$ cat src/rtl/fetch_unit.sv
// Instruction fetch stage: owns the PC, issues instruction reads and loads the IF/ID register.
// Latency: a word returned with ihit reaches instr/npc/valid on the next rising edge (one extra cycle if it lands in the skid buffer).
// Backpressure: stall holds PC and IF/ID; a late ihit under stall parks in a one-entry skid buffer. Optional HALT detect: FETCH_HALT_DETECT_EN.
module fetch_unit #(
   parameter logic [31:0] PC_INIT = 32'h00000000
) (
   input  logic        CLK,
   input  logic        RST,
   input  logic        ihit,
   input  logic [31:0] iload,
   output logic        iREN,
   output logic [31:0] iaddr,
   input  logic        stall,
   input  logic        flush,
   input  logic        redirect,
   input  logic [31:0] redirect_pc,
   output logic [31:0] instr,
   output logic [31:0] npc,
   output logic        valid,
   output logic        halted
);

`ifdef FETCH_HALT_DETECT_EN
   typedef enum logic [1:0] {FETCH = 2'd0, HOLD = 2'd1, HALTED = 2'd2} state_t;
`else
   typedef enum logic [1:0] {FETCH = 2'd0, HOLD = 2'd1} state_t;
`endif

   localparam logic [31:0] WORD_MASK = 32'hFFFF_FFFC;

   state_t      state_q, state_d;
   logic [31:0] pc_q, pc_d;
   logic [31:0] instr_q, instr_d;
   logic [31:0] npc_q, npc_d;
   logic        valid_q, valid_d;
   logic [31:0] skid_instr_q, skid_instr_d;
   logic [31:0] skid_npc_q, skid_npc_d;
   logic        halted_q, halted_d;
   logic [31:0] pc_plus4;

   // Sequential increment; wraps naturally at the top of the address space.
   assign pc_plus4 = (pc_q + 32'd4) & WORD_MASK;

   // Reads go out only while actively fetching; reset masks the request.
   assign iREN   = !RST && (state_q == FETCH) && !stall;
   assign iaddr  = pc_q;
   assign instr  = instr_q;
   assign npc    = npc_q;
   assign valid  = valid_q;
`ifdef FETCH_HALT_DETECT_EN
   assign halted = halted_q;
`else
   assign halted = 1'b0;
`endif

   // Next-state logic; priority is redirect, then flush, then stall, then ihit.
   always_comb begin
      state_d      = state_q;
      pc_d         = pc_q;
      instr_d      = instr_q;
      npc_d        = npc_q;
      valid_d      = valid_q;
      skid_instr_d = skid_instr_q;
      skid_npc_d   = skid_npc_q;
      halted_d     = halted_q;

      if (redirect || flush) begin
         // Squash IF/ID and the skid buffer; a squashed HALT also unfreezes fetch.
         if (redirect) begin
            pc_d = redirect_pc & WORD_MASK;
         end
         instr_d      = 32'h0;
         npc_d        = 32'h0;
         valid_d      = 1'b0;
         skid_instr_d = 32'h0;
         skid_npc_d   = 32'h0;
         halted_d     = 1'b0;
         state_d      = FETCH;
      end else begin
         case (state_q)
            FETCH: begin
               if (stall) begin
                  if (ihit) begin
                     // Late return under stall: park it, advance PC, leave IF/ID alone.
                     skid_instr_d = iload;
                     skid_npc_d   = pc_plus4;
                     pc_d         = pc_plus4;
                     state_d      = HOLD;
                  end
               end else if (ihit) begin
                  instr_d = iload;
                  npc_d   = pc_plus4;
                  valid_d = 1'b1;
                  pc_d    = pc_plus4;
`ifdef FETCH_HALT_DETECT_EN
                  if (iload[31:26] == 6'h3F) begin
                     state_d  = HALTED;
                     halted_d = 1'b1;
                  end
`endif
               end else begin
                  // Memory not ready: insert a bubble, retry the same PC.
                  instr_d = 32'h0;
                  npc_d   = 32'h0;
                  valid_d = 1'b0;
               end
            end
            HOLD: begin
               if (!stall) begin
                  instr_d      = skid_instr_q;
                  npc_d        = skid_npc_q;
                  valid_d      = 1'b1;
                  skid_instr_d = 32'h0;
                  skid_npc_d   = 32'h0;
                  state_d      = FETCH;
`ifdef FETCH_HALT_DETECT_EN
                  if (skid_instr_q[31:26] == 6'h3F) begin
                     state_d  = HALTED;
                     halted_d = 1'b1;
                  end
`endif
               end
            end
            default: begin
               // HALTED: frozen until redirect, flush or reset.
            end
         endcase
      end
   end

   // State registers with synchronous reset overriding everything else.
   always_ff @(posedge CLK) begin
      if (RST) begin
         state_q      <= FETCH;
         pc_q         <= PC_INIT & WORD_MASK;
         instr_q      <= 32'h0;
         npc_q        <= 32'h0;
         valid_q      <= 1'b0;
         skid_instr_q <= 32'h0;
         skid_npc_q   <= 32'h0;
         halted_q     <= 1'b0;
      end else begin
         state_q      <= state_d;
         pc_q         <= pc_d;
         instr_q      <= instr_d;
         npc_q        <= npc_d;
         valid_q      <= valid_d;
         skid_instr_q <= skid_instr_d;
         skid_npc_q   <= skid_npc_d;
         halted_q     <= halted_d;
      end
   end

endmodule

$ cat config.mk
export PLATFORM = sky130hd
export DESIGN_NAME = fetch_unit
export DESIGN_NICKNAME = d
export VERILOG_FILES = /design/src/rtl/fetch_unit.sv
export SDC_FILE = /design/constraint.sdc
export NUM_CORES = 1
export LEC_CHECK = 0
export ABC_AREA = 1
export BUFFER_PORTS_ARGS = -buffer_cell sky130_fd_sc_hd__buf_2
export CORE_ASPECT_RATIO = 1.2
export CORE_UTILIZATION = 59
export CTS_BUF_LIST = sky130_fd_sc_hd__clkbuf_4 sky130_fd_sc_hd__clkbuf_8
export CTS_CLUSTER_DIAMETER = 30
export DETAILED_ROUTE_END_ITERATION = 12
export PLACE_DENSITY_LB_ADDON = 0.1
export REMOVE_ABC_BUFFERS = 1
export SYNTH_ARGS = -nofsm -noshare
export SYNTH_HDL_FRONTEND = slang
export SYNTH_SLANG_ARGS = --single-unit
$ cat constraint.sdc
create_clock -name CLK -period 5.4 [get_ports CLK]
set_input_delay 0.27 -clock CLK [delete_from_list [all_inputs] [get_ports CLK]]
set_output_delay 0.27 -clock CLK [all_outputs]
set_load 0.03 [all_outputs]
# Yosys cells after proc, flatten, opt, wreduce, memory -nomap -nowiden
# Index checks and enable logic that the tools add are counted.
[word_totals] n_memories=0 latchBits=0 out_inout_bits=99 word_cells=53 ram_bits=0 input_bits=70 regBits=163 mem_bits_ro=0
[op_classes] add_sub_neg=1 muxes=26 shift=0 magnitude_cmp=0 n_mul=0 bitwise_logic=0 eq_ne=6 n_reduce_logical=13 div=0
[op_table] operator="2-to-1 mux 32 bit" n=14
[op_table] operator="case mux 32 bit (2 select lines)" n=4
[op_table] operator="adder 32 x 3 -> 32 bit (second input constant)" n=1
[op_table] operator="inequality test 2 bit (second input constant)" n=5
[op_table] operator="2-to-1 mux 2 bit" n=3
[op_table] operator="AND reduction 3 bit" n=2
[op_table] operator="nonzero test 2 bit" n=3
[op_table] operator="case mux 2 bit (2 select lines)" n=1
[op_table] operator="AND reduction 4 bit" n=1
[op_table] operator="2-to-1 mux 1 bit" n=3
[op_table] operator="== test 2 x 1 -> 1 bit (second input constant)" n=1
[op_table] operator="logical AND 1 bit" n=2
[op_table] operator="zero test 1 bit" n=2
[op_table] operator="zero test 2 bit" n=1
[op_table] operator="case mux 1 bit (2 select lines)" n=1
[op_table] operator="OR reduction 2 bit" n=1
[op_table] operator="logical OR 1 bit" n=1

# Logic depth before layout (Yosys ltp)
[logic_depth] ltp_word=4 depth_mapped=10 ltp_nobuf=10

# Worst setup path before layout
# OpenSTA, ideal clock, no wires.
[synth_timing] path_type="register to register" startpoint="register state_q[0]" endpoint="register instr_q[10] (netlist: instr[10])" required_time_ns=5.266 n_path_buf=3 arrival_time_ns=1.897 setup_ns=0.134 path_slack_ns=3.370 period_less_slack_ns=2.030 stages_incl_launch_ff=8 path_cell_list="dfxtp_1 inv_1 clkbuf_1 ha_1 nor2_1 clkbuf_1 buf_1 a31oi_1"
[synth_between] elab_chain_cells=3 elab_cells_between_ends=7 cone_classes="eq/ne (3); mux (1); reduce/logical (3)"
[synth_rtl] element="start, declared" line_no="31" source="state_t state_q, state_d;"
[synth_rtl] element="start signal, assigned" line_no="143" source="state_q <= state_d;"
[synth_rtl] element="== test 2 x 1 -> 1 bit / zero test 2 bit (equally long branches)" line_no="80" source="case (state_q)"
[synth_rtl] element="inequality test 2 bit (no source line) / nonzero test 2 bit (equally long branches)"
[synth_rtl] element="AND reduction 3 bit (no source line)"
[synth_rtl] element="end signal, assigned" line_no="145" source="instr_q <= instr_d;"
[synth_rtl] element="end, declared" line_no="33" source="logic [31:0] instr_q, instr_d;"
# Several ways; a longest one is shown, not always the timed one.
# A chain may end at the register's enable or synchronous reset.

# Final worst setup path
[layout_timing] startpoint="register state_q[0]" endpoint="register skid_npc_q[23]"
[layout_between] elab_chain_cells=3 elab_cells_between_ends=8 cone_classes="eq/ne (4); mux (1); reduce/logical (3)"
[layout_rtl] element="== test 2 x 1 -> 1 bit / zero test 2 bit (equally long branches)" line_no="80"
[layout_rtl] element="inequality test 2 bit (no source line) / nonzero test 2 bit (equally long branches)"
[layout_rtl] element="AND reduction 4 bit (no source line)"
[layout_rtl] element="end signal, assigned" line_no="149" source="skid_npc_q <= skid_npc_d;"
[layout_rtl] element="end, declared" line_no="37" source="logic [31:0] skid_npc_q, skid_npc_d;"
# Several ways; a longest one is shown, not always the timed one.

==> results.yml <==
sta:
  setup_viol: 0
  skew_ns: 0.01237
  grt_setup_unrepaired: "no"
  slew_violations: 0
  fin_crit_ns: 3.410
  tightest_slew_ns: 1.020
  fin_crit_sh: 0.6314
  fin_setup_tns_ns: 0
  hold_viol_final: 0
  fmax_ghz: 0.2933
  slew_headroom: 0.3194
  setup_slack_ns: 1.990
place:
  dpl.hpwl_um: 12270
  buffer_ports.inserted: 161
  post-place-cells: 1334
  post_dp_cell_area_sq_mm: 0.008098
  place_congestion: 0.9048
  pre_cts_slack_ns: 1.998
min_path:
  hold_path_depth: 3
  hold_class: "input pin to flop"
  min-delay-start: "iload[29]"
  holdPathEnd: "skid_instr_q[29]"
detailed_routing:
  met2_length_um: 9486
  detail-route-antenna-nets: 0
  vias: 7455
  drt_iter0_drc: 490
  route.met3.wl_um: 1369
  firstDrtPassIters: 5
  vias_per_cell: 5.454
  drt-met1-wl_um: 8551
  drc: 0
  highest_layer: "met4"
  drt_wl_total_um: 19690
  wl_per_cell_um: 14.40
power:
  combinationalPowerShare: 0.144
  ir_drop_mv: 0.1456
  p_seq_frac: 0.503
  p_sw_frac: 0.3154
  leakage_nw: 3.495
  internal_power_mw: 1.672
  powerDensity_mw_per_mm2: 287.8
  p_sw_mw: 0.7705
  clkPwrFrac: 0.353
setup_path:
  cp_max_fo: 41
  crit_top_cell: "buf_4"
  critPathSlowestCell: "inv_1"
  r2r_slack_ns: 1.99
  crit_type: "flop to flop"
  cp_slowest_stage_delay_ns: 0.73
  rr_worst_depth: 10
  required_ns: 5.78
  worstPathArrival_ns: 3.79
  rr_startpoint: "state_q[0]"
  r2r_end: "skid_npc_q[23]"
  critPathCaptureType: "flop"
  worstPathCellList: "inv_1 -> ha_1 -> nor2_2 -> buf_4 -> inv_2 -> buf_4 -> nor2_2 -> buf_4 -> nand3_1 -> a21oi_1"
  start_kind: "flop"
job:
  drv_cap: 0
cts:
  ctsHtreeMaxLevel: 4
  cts_setup_buffers: 0
  clock_latency_ns: 0.45
  ctsHoldBuffers: 0
  cts_tree: "built"
  cts_root_buf: "clkbuf_8"
  numCtsBuffers: 17
  postCtsResizedCells: 0
  clkTransAtPathRegs_ns: 0.09
  clockBufferDepth: 2
  clock_sinks: 156
cells_and_area:
  nets: 1265
  layout_common_cells: "nand2_1 (339), buf_2 (161), dfxtp_1 (155)"
  drive_gt1_frac: 0.1950
  synthToLayoutAreaGrowth_pct: 16.62
  final_common_cell: "nand2_1"
  layout.cells.non_filler: 1367
  design_area_sq_mm: 0.008488
logic_synthesis:
  ys_dominant_reg_cell: "dfxtp_1"
  ys_seq_area_frac: 0.4291
  synthesis.area_sq_mm: 0.007278
  synth_cell_type_count: 26
  synth_top_area_frac: 0.4291
  synth_edf_count: 0
  ys_seq_elements: 156
  yosysTopAreaCell: "dfxtp_1"
  async_reset_ff_frac: 0
  netlist_top_cells_area: "dfxtp_1 (43%), nand2_1 (17%), a21oi_1 (7.2%)"
  yosysWarnings: 0
  syn_area_per_cell_sq_um: 6.815
  synthCells: 1068
grt:
  gr-total-overflow: 0
  grt_pass1_wl_um: 31130
  track_usage: 0.3124
  grt_max_degree: 77
  antenna_found_initial: 0
  grt_pass1_vias: 6416
die:
  ios: 169
  die_w_um: 103.4
  coreArea_sq_mm: 0.01206
  start_util: 0.6037
  dieArea_sq_mm: 0.01279
  dieHeight_um: 123.7
  rows: 44
run_status:
  status: "completed"
## sequential cells by signal (all words and copies together) (netlist names)
name and cells:
npc 30, skid_instr_q 32, instr 32, iaddr 30, state_q 1, skid_npc_q 30, valid 1
## synth_stat cells, types with 5 or more instances
cell type / n
or2_2: 18
nor2_1: 51
buf_2: 8
clkbuf_1: 52
o21ai_0: 98
nand2_1: 339
dfxtp_1: 156
nand3_1: 96
a21oi_1: 105
inv_1: 48
buf_4: 5
xnor2_1: 6
buf_1: 5
o22ai_1: 5
a31oi_1: 49
xor2_1: 7
## per-layer routing
metal  vias to the layer above  track usage
met5                         -            0
met4                         0      0.09859
met1                      3389       0.3979
li1                       3780            -
met3                        27      0.05780
met2                       259       0.5310
## kinds of logic (layout without fill, tap and decap cells)
kind of cell | count (synthesis) | in the layout | synth area share
DFF | 156 | 156 | 0.4291
other | 1 | 6 | 0.0005152
AOI/OAI and AO/OA | 259 | 259 | 0.1884
and+or+nand+nor | 515 | 515 | 0.2948
adders and majority gates | 3 | 3 | 0.005158
buffers and inverters | 121 | 254 | 0.06636
xor gates and xnor gates | 13 | 13 | 0.01564
## per-stage QoR
step | hold slack [ns] | util | total power [mW]
global route | 0.06314 | 0.7038 | 2.553
CTS | 0.05872 | 0.7038 | 2.456
finish | 0.07165 | 0.7040 | 2.443
detailed placement | 0.4551 | 0.6716 | 1.605
global placement | 0.4520 | 0.6716 | 1.600
floorplan | 0.3391 | - | 1.476
## area by class of cell
| class | instances | area, sq um |
|---|---|---|
| multi-input cells | 795 | 3700 |
| fillers | 1142 | 3568 |
| flip-flops and latches | 156 | 3124 |
| repair buffers | 171 | 880.8 |
| clock buffers | 17 | 234.0 |
| well taps | 161 | 201.4 |
| inverters | 51 | 191.4 |
| clock inverters | 15 | 153.9 |
| diodes | 1 | 2.502 |
## worst max-delay path, delay by kind of cell (launching register included)
family                     cells  cell delay [ns]
AOI/OAI and AO/OA              1             0.15
buffers and inverters          5             2.07
adders and majority gates      1             0.41
and+or+nand+nor                3             0.36
DFF                            1             0.32
## how the worst max path moves through the flow
| stage | cells past startpoint | to | slack, ns | start |
|---|---|---|---|---|
| final | 10 | skid_npc_q[23] | 1.99 | state_q[0] |
| after global routing | 10 | skid_npc_q[24] | 1.65 | state_q[0] |
| after CTS | 10 | skid_npc_q[23] | 1.97 | state_q[0] |
| after detailed placement | 10 | skid_npc_q[31] | 2.00 | state_q[0] |
| after global placement | 10 | skid_npc_q[30] | 2.04 | state_q[0] |
| after floorplan | 5 | instr[0] | -1.02 | state_q[0] |
## power groups by stage
stage / clock network, mW / logic, mW / registers (mW)
after CTS: 0.876 / 0.351 / 1.23
after global placement: 0 / 0.346 / 1.25
after global routing: 0.929 / 0.388 / 1.24
after detailed placement: 0 / 0.350 / 1.26
after floorplan: 0 / 0.167 / 1.31
final: 0.862 / 0.352 / 1.23
(Power assumes the default switching activity.)
